**src/rtl/int_seq.sv**
```systemverilog
// Interrupt/reset sequencer ahead of the opcode latch: arbitrates RST/NMI/IRQ at
// instruction boundaries and forces BRK. Define INT_SEQ_SYNC_EN to synchronize irq_b/nmi_b.
module int_seq #(
    parameter int          RESET_CYCLES = 6,
    parameter logic [15:0] RST_VEC      = 16'hFFFC,
    parameter logic [15:0] NMI_VEC      = 16'hFFFA,
    parameter logic [15:0] IRQ_VEC      = 16'hFFFE
) (
    input  logic        ph2,
    input  logic        reset,
    input  logic        irq_b,
    input  logic        nmi_b,
    input  logic        i_flag,
    input  logic        last_cycle,
    input  logic        int_ack,
    input  logic [7:0]  data_in,
    output logic [7:0]  opcode_out,
    output logic        inject,
    output logic [15:0] vec_addr,
    output logic        b_flag,
    output logic        busy
);

    localparam logic [2:0] S_RST_HOLD = 3'd0;
    localparam logic [2:0] S_RST_REQ  = 3'd1;
    localparam logic [2:0] S_IDLE     = 3'd2;
    localparam logic [2:0] S_INJECT   = 3'd3;
    localparam logic [2:0] S_SERVICE  = 3'd4;

    localparam logic [1:0] SRC_RST = 2'd0;
    localparam logic [1:0] SRC_NMI = 2'd1;
    localparam logic [1:0] SRC_IRQ = 2'd2;

    localparam logic [3:0] HOLD_LAST = 4'(RESET_CYCLES - 1);

    logic       irq_s;
    logic       nmi_s;

`ifdef INT_SEQ_SYNC_EN
    logic [1:0] irq_sync_q;
    logic [1:0] nmi_sync_q;

    always_ff @(posedge ph2 or posedge reset) begin
        if (reset) begin
            irq_sync_q <= 2'b11;
            nmi_sync_q <= 2'b11;
        end else begin
            irq_sync_q <= {irq_sync_q[0], irq_b};
            nmi_sync_q <= {nmi_sync_q[0], nmi_b};
        end
    end

    assign irq_s = irq_sync_q[1];
    assign nmi_s = nmi_sync_q[1];
`else
    assign irq_s = irq_b;
    assign nmi_s = nmi_b;
`endif

    logic [2:0] state_q, state_d;
    logic [3:0] cnt_q, cnt_d;
    logic [1:0] src_q, src_d;
    logic       nmi_prev_q;
    logic       nmi_pend_q, nmi_pend_d;
    logic       nmi_edge;
    logic       nmi_clr;

    assign nmi_edge = nmi_prev_q & ~nmi_s;
    assign nmi_clr  = (state_q == S_SERVICE) & int_ack & (src_q == SRC_NMI);

    // A fresh edge outranks the acknowledge clear so it is never dropped
    always_comb begin
        nmi_pend_d = nmi_pend_q;
        if (nmi_clr)
            nmi_pend_d = 1'b0;
        if (nmi_edge)
            nmi_pend_d = 1'b1;
    end

    always_comb begin
        state_d = state_q;
        cnt_d   = cnt_q;
        src_d   = src_q;
        unique case (state_q)
            S_RST_HOLD: begin
                cnt_d = cnt_q + 4'd1;
                if (cnt_q == HOLD_LAST)
                    state_d = S_RST_REQ;
            end
            S_RST_REQ: begin
                if (last_cycle) begin
                    state_d = S_INJECT;
                    src_d   = SRC_RST;
                end
            end
            S_IDLE: begin
                if (last_cycle && nmi_pend_q) begin
                    state_d = S_INJECT;
                    src_d   = SRC_NMI;
                end else if (last_cycle && !irq_s && !i_flag) begin
                    state_d = S_INJECT;
                    src_d   = SRC_IRQ;
                end
            end
            S_INJECT: state_d = S_SERVICE;
            S_SERVICE: begin
                if (int_ack)
                    state_d = S_IDLE;
            end
            default: state_d = S_RST_HOLD;
        endcase
    end

    always_ff @(posedge ph2 or posedge reset) begin
        if (reset) begin
            state_q    <= S_RST_HOLD;
            cnt_q      <= 4'd0;
            src_q      <= SRC_RST;
            nmi_prev_q <= 1'b1;
            nmi_pend_q <= 1'b0;
        end else begin
            state_q    <= state_d;
            cnt_q      <= cnt_d;
            src_q      <= src_d;
            nmi_prev_q <= nmi_s;
            nmi_pend_q <= nmi_pend_d;
        end
    end

    // IDLE presents the BRK vector so software BRK needs no sequencer help
    always_comb begin
        vec_addr = IRQ_VEC;
        b_flag   = 1'b1;
        if (state_q != S_IDLE) begin
            unique case (src_q)
                SRC_NMI: begin
                    vec_addr = NMI_VEC;
                    b_flag   = 1'b0;
                end
                SRC_IRQ: begin
                    vec_addr = IRQ_VEC;
                    b_flag   = 1'b0;
                end
                default: begin
                    vec_addr = RST_VEC;
                    b_flag   = 1'b1;
                end
            endcase
        end
    end

    assign inject     = (state_q == S_INJECT);
    assign opcode_out = inject ? 8'h00 : data_in;
    assign busy       = (state_q != S_IDLE);

endmodule

```
**config.mk**
```make
export PLATFORM = sky130hd
export DESIGN_NAME = int_seq
export DESIGN_NICKNAME = d
export VERILOG_FILES = /design/src/rtl/int_seq.sv
export SDC_FILE = /design/constraint.sdc
export NUM_CORES = 1
export LEC_CHECK = 0
export ABC_CLOCK_PERIOD_IN_PS = 3270
export CELL_PAD_IN_SITES_DETAIL_PLACEMENT = 1
export CELL_PAD_IN_SITES_GLOBAL_PLACEMENT = 2
export CORE_ASPECT_RATIO = 1.2
export CORE_MARGIN = 4
export CORE_UTILIZATION = 22
export DETAILED_ROUTE_END_ITERATION = 8
export PLACE_DENSITY_LB_ADDON = 0.1
export SLEW_MARGIN = 20
export SYNTH_ARGS = -nofsm -noshare
export SYNTH_HDL_FRONTEND = slang
export SYNTH_SLANG_ARGS = --single-unit
export TNS_END_PERCENT = 10
```
**constraint.sdc**
```tcl
create_clock -name ph2 -period 3.27 [get_ports ph2]
set_input_delay 0.654 -clock ph2 [delete_from_list [all_inputs] [get_ports ph2]]
set_output_delay 0.654 -clock ph2 [all_outputs]
set_load 0.02 [all_outputs]
```
==> summary.md <==
| Metric | Value |
|---|---|
| Drt via density | `4.08` |
| CTS tree | `done` |
| RD Place Congestion | `0.652` |
| Clock tree sinks | `11` |
| Initial antenna violation count | `0` |
| R2r endpoint | `src_q[0]` |
| Post-route minimum period | `2.59 ns` |
| #FFs+latches synth | `11` |
| Startpoint types | `flip-flop` |
| Critical path peak fanout | `10` |
| WP depth | `3` |
| Max stage delay on crit path | `0.54 ns` |
| Worst reg-to-reg setup slack | `1.93 ns` |
| Worst Setup Path Type | `reg -> out` |
| Initial Util | `23.6%` |
| TritonRoute pass-1 iters | `2` |
| Critical Path Sink Type | `output pin` |
| Leakage | `0.450 nW` |
| Setup bufs post-CTS | `0` |
| Share of cells above drive strength 1 | `6.48%` |
| # nets final | `128` |
| Hpwl dp | `1.44 mm` |
| Layout area overhead | `38.2%` |
| Gr ovfl total | `0` |
| YS warnings | `0` |
| Util after Layout | `32.6%` |
| Final period utilization | `79.4%` |
| Hold Buf Count CTS | `0` |
| First-pass GRT wire length | `2.73 mm` |
| Die ar. | `4360 um^2` |
| Crit-path cells | `nand3b_1, and2_1, clkdlybuf4s50_1` |
| Vias in the first global route | `593` |
| Asr flop ratio synth | `100%` |
| DP Area | `995 um^2` |
| DRC viols | `0` |
| Site row count | `22` |
| Ant. Diodes | `0` |
| Avg Cell Area, Syn | `9.36 um^2` |
| Largest net degree at the start of global routing | `12` |
| WP data required | `2.62 ns` |
| Top delay family on crit path | `simple AND/OR/NAND/NOR gates` |
| Die X | `60.9 um` |
| Max Clk Rate | `0.385 GHz` |
| Hold Path Depth | `1` |
| Synth Instances | `79` |
| Mapped Area | `739 um^2` |
| Peak supply drop | `0.000372 V` |
| RSZ-0062 raised after global routing | `false` |
| Max-slew violations | `0` |
| Core box area | `3140 um^2` |
| Total GRT Usage | `under 10%` |
| Clock skew | `0.00152 ns` |
| Post-route cell area | `1020 um^2` |
| Cell variety after synth | `26` |
| Clock Root Buffer | `clkbuf_4` |
| Final Non-Filler Cells | `144` |
| Pwr dens | `774 nW/um^2` |
| Worst-Skew Late Latency | `approximately 0.26 ns` |
| CP bufs+invs | `1` |
| DR WL/cell | `11.9 um` |
| Post-synth top flop | `dfrtp_1` |
| Hold crit path type | `reg -> reg` |
| CTS Buf Count | `3` |
| Worst-case reg-to-reg path depth | `3` |
| Post-synth EDFFs | `0` |
| Port buffer count | `27` |
| Htree depth | `1` |
| Register area share after synthesis | `37.4%` |
| Post-Route Setup TNS | `0 ns` |
| Final hold viol count | `0` |
| Placed cells | `140` |
| CP arrival | `1.94 ns` |
| Setup-failing EPs final | `0` |
| Number of max-cap violations | `0` |
| 1st-iter DRT viols | `1` |
| Total wire length | `1.72 mm` |
| IO Pins | `42` |
| Slowest-stage cell, CP | `clkdlybuf4s50_1` |
| Post-route antenna net violation count | `0` |
| Clock Pin Slew Worst Setup and Hold Paths | `0.07 ns` |
| CTS resizes | `0` |
| Die Span Y | `just over 70 um` |
| Routed via count | `588` |
| CTS Buffer Depth | `2` |
| Status | `finished clean` |
| FF-to-FF Start | `state_q[2]` |
| Hold_sp | `cnt_q[3]` |
| Hold EP | `cnt_q[3]` |
==> worst register-to-register path: stages (launching register included) <==
cell and delay (ns):
dfrtp_1 0.49, nor4bb_1 0.39, mux2i_1 0.14, a32o_1 0.22
==> layer usage <==
| metal | vias up | GRT usage, % | wire (um) | part of all wire (%) |
|---|---|---|---|---|
| li1 | 291 | - | - | - |
| met5 | - | 0 | 0 | 0 |
| met1 | 285 | 9.07 | 659 | 38 |
| met4 | 0 | 4.34 | 19 | 1.1 |
| met2 | 10 | 14.7 | 972 | 57 |
| met3 | 2 | 1.08 | 67 | 3.9 |
==> worst max path at each step <==
stage	from	endpoint
6_report	state_q[2]	opcode_out[4]
5_1_grt	state_q[2]	opcode_out[1]
4_1_cts	state_q[2]	opcode_out[4]
3_5_place_dp	data_in[4]	opcode_out[4]
3_3_place_gp	data_in[1]	opcode_out[1]
2_1_floorplan	state_q[2]	b_flag
==> layout by cell type (no fill, tap or decap) <==
cell,instances
a21oi_1,2
a221oi_1,1
a22o_1,1
a32o_1,2
and2_1,8
clkbuf_4,3
clkdlybuf4s50_1,27
clkinv_2,1
conb_1,14
dfrtp_1,10
dfstp_2,1
ha_1,4
inv_1,6
mux2i_1,1
nand2_1,5
nand2b_1,1
nand3_1,1
nand3b_1,2
nand4_1,2
nor2_1,5
nor2b_1,1
nor3_2,1
nor3b_1,1
nor3b_4,1
nor4bb_1,1
o21ai_0,3
xnor2_1,2
xor2_1,1
==> kinds of logic after synthesis <==
kind of cell / share of synthesized area [%]
DFF: 37.4
xor gates and xnor gates: 3.55
muxes: 1.35
adders and majority gates: 6.77
and+or+nand+nor: 24.2
AOI/OAI and AO/OA: 8.46
buffers and inverters: 17.3
other: 1.02
==> final cells by class <==
cell class                      instances  area (um^2)
Inverter                                6         22.5
Tap cell                               36         45.0
Clock buffer                            3         22.5
Multi-Input combinational cell         60          380
Clock inverter                          1         5.00
Sequential cell                        11          277
Timing Repair Buffer                   27          270
Fill cell                             382         2120
==> synth_stat cells (2+ instances only) <==
library cell	n	area share, %
conb_1	2	1.0
and2_1	8	6.8
inv_1	6	3.0
nor2_1	5	2.5
dfrtp_1	10	34
nand4_1	2	1.7
o21ai_0	3	2.0
buf_4	14	14
a32o_1	2	2.7
ha_1	4	6.8
a21oi_1	2	1.4
nand3b_1	2	2.0
xnor2_1	2	2.4
nand2_1	5	2.5
==> state kept, by name (all words and copies together) (netlist names) <==
signal	cells
src_q	2
cnt_q	4
nmi_pend_q	1
state_q	3
nmi_prev_q	1
==> power by group <==
part           leakage (nW)  internal [W]  total (W)  switching [W]
sequential            0.130      0.000193   0.000263      0.0000699
clock                0.0177     0.0000451  0.0000912      0.0000460
combinational         0.302      0.000216   0.000438       0.000222
==> metrics by stage <==
stage / hold WS (ns) / setup WS (ns) / total power (W)
finish: 0.476 / 0.675 / 0.000792
global route: 0.497 / 0.561 / 0.000856
CTS: 0.485 / 0.644 / 0.000811
detailed placement: 0.471 / 0.762 / 0.000715
global placement: 0.470 / 0.790 / 0.000711
floorplan: 0.437 / 1.50 / 0.000542
Note: power is estimated with default switching activity, not from simulation.
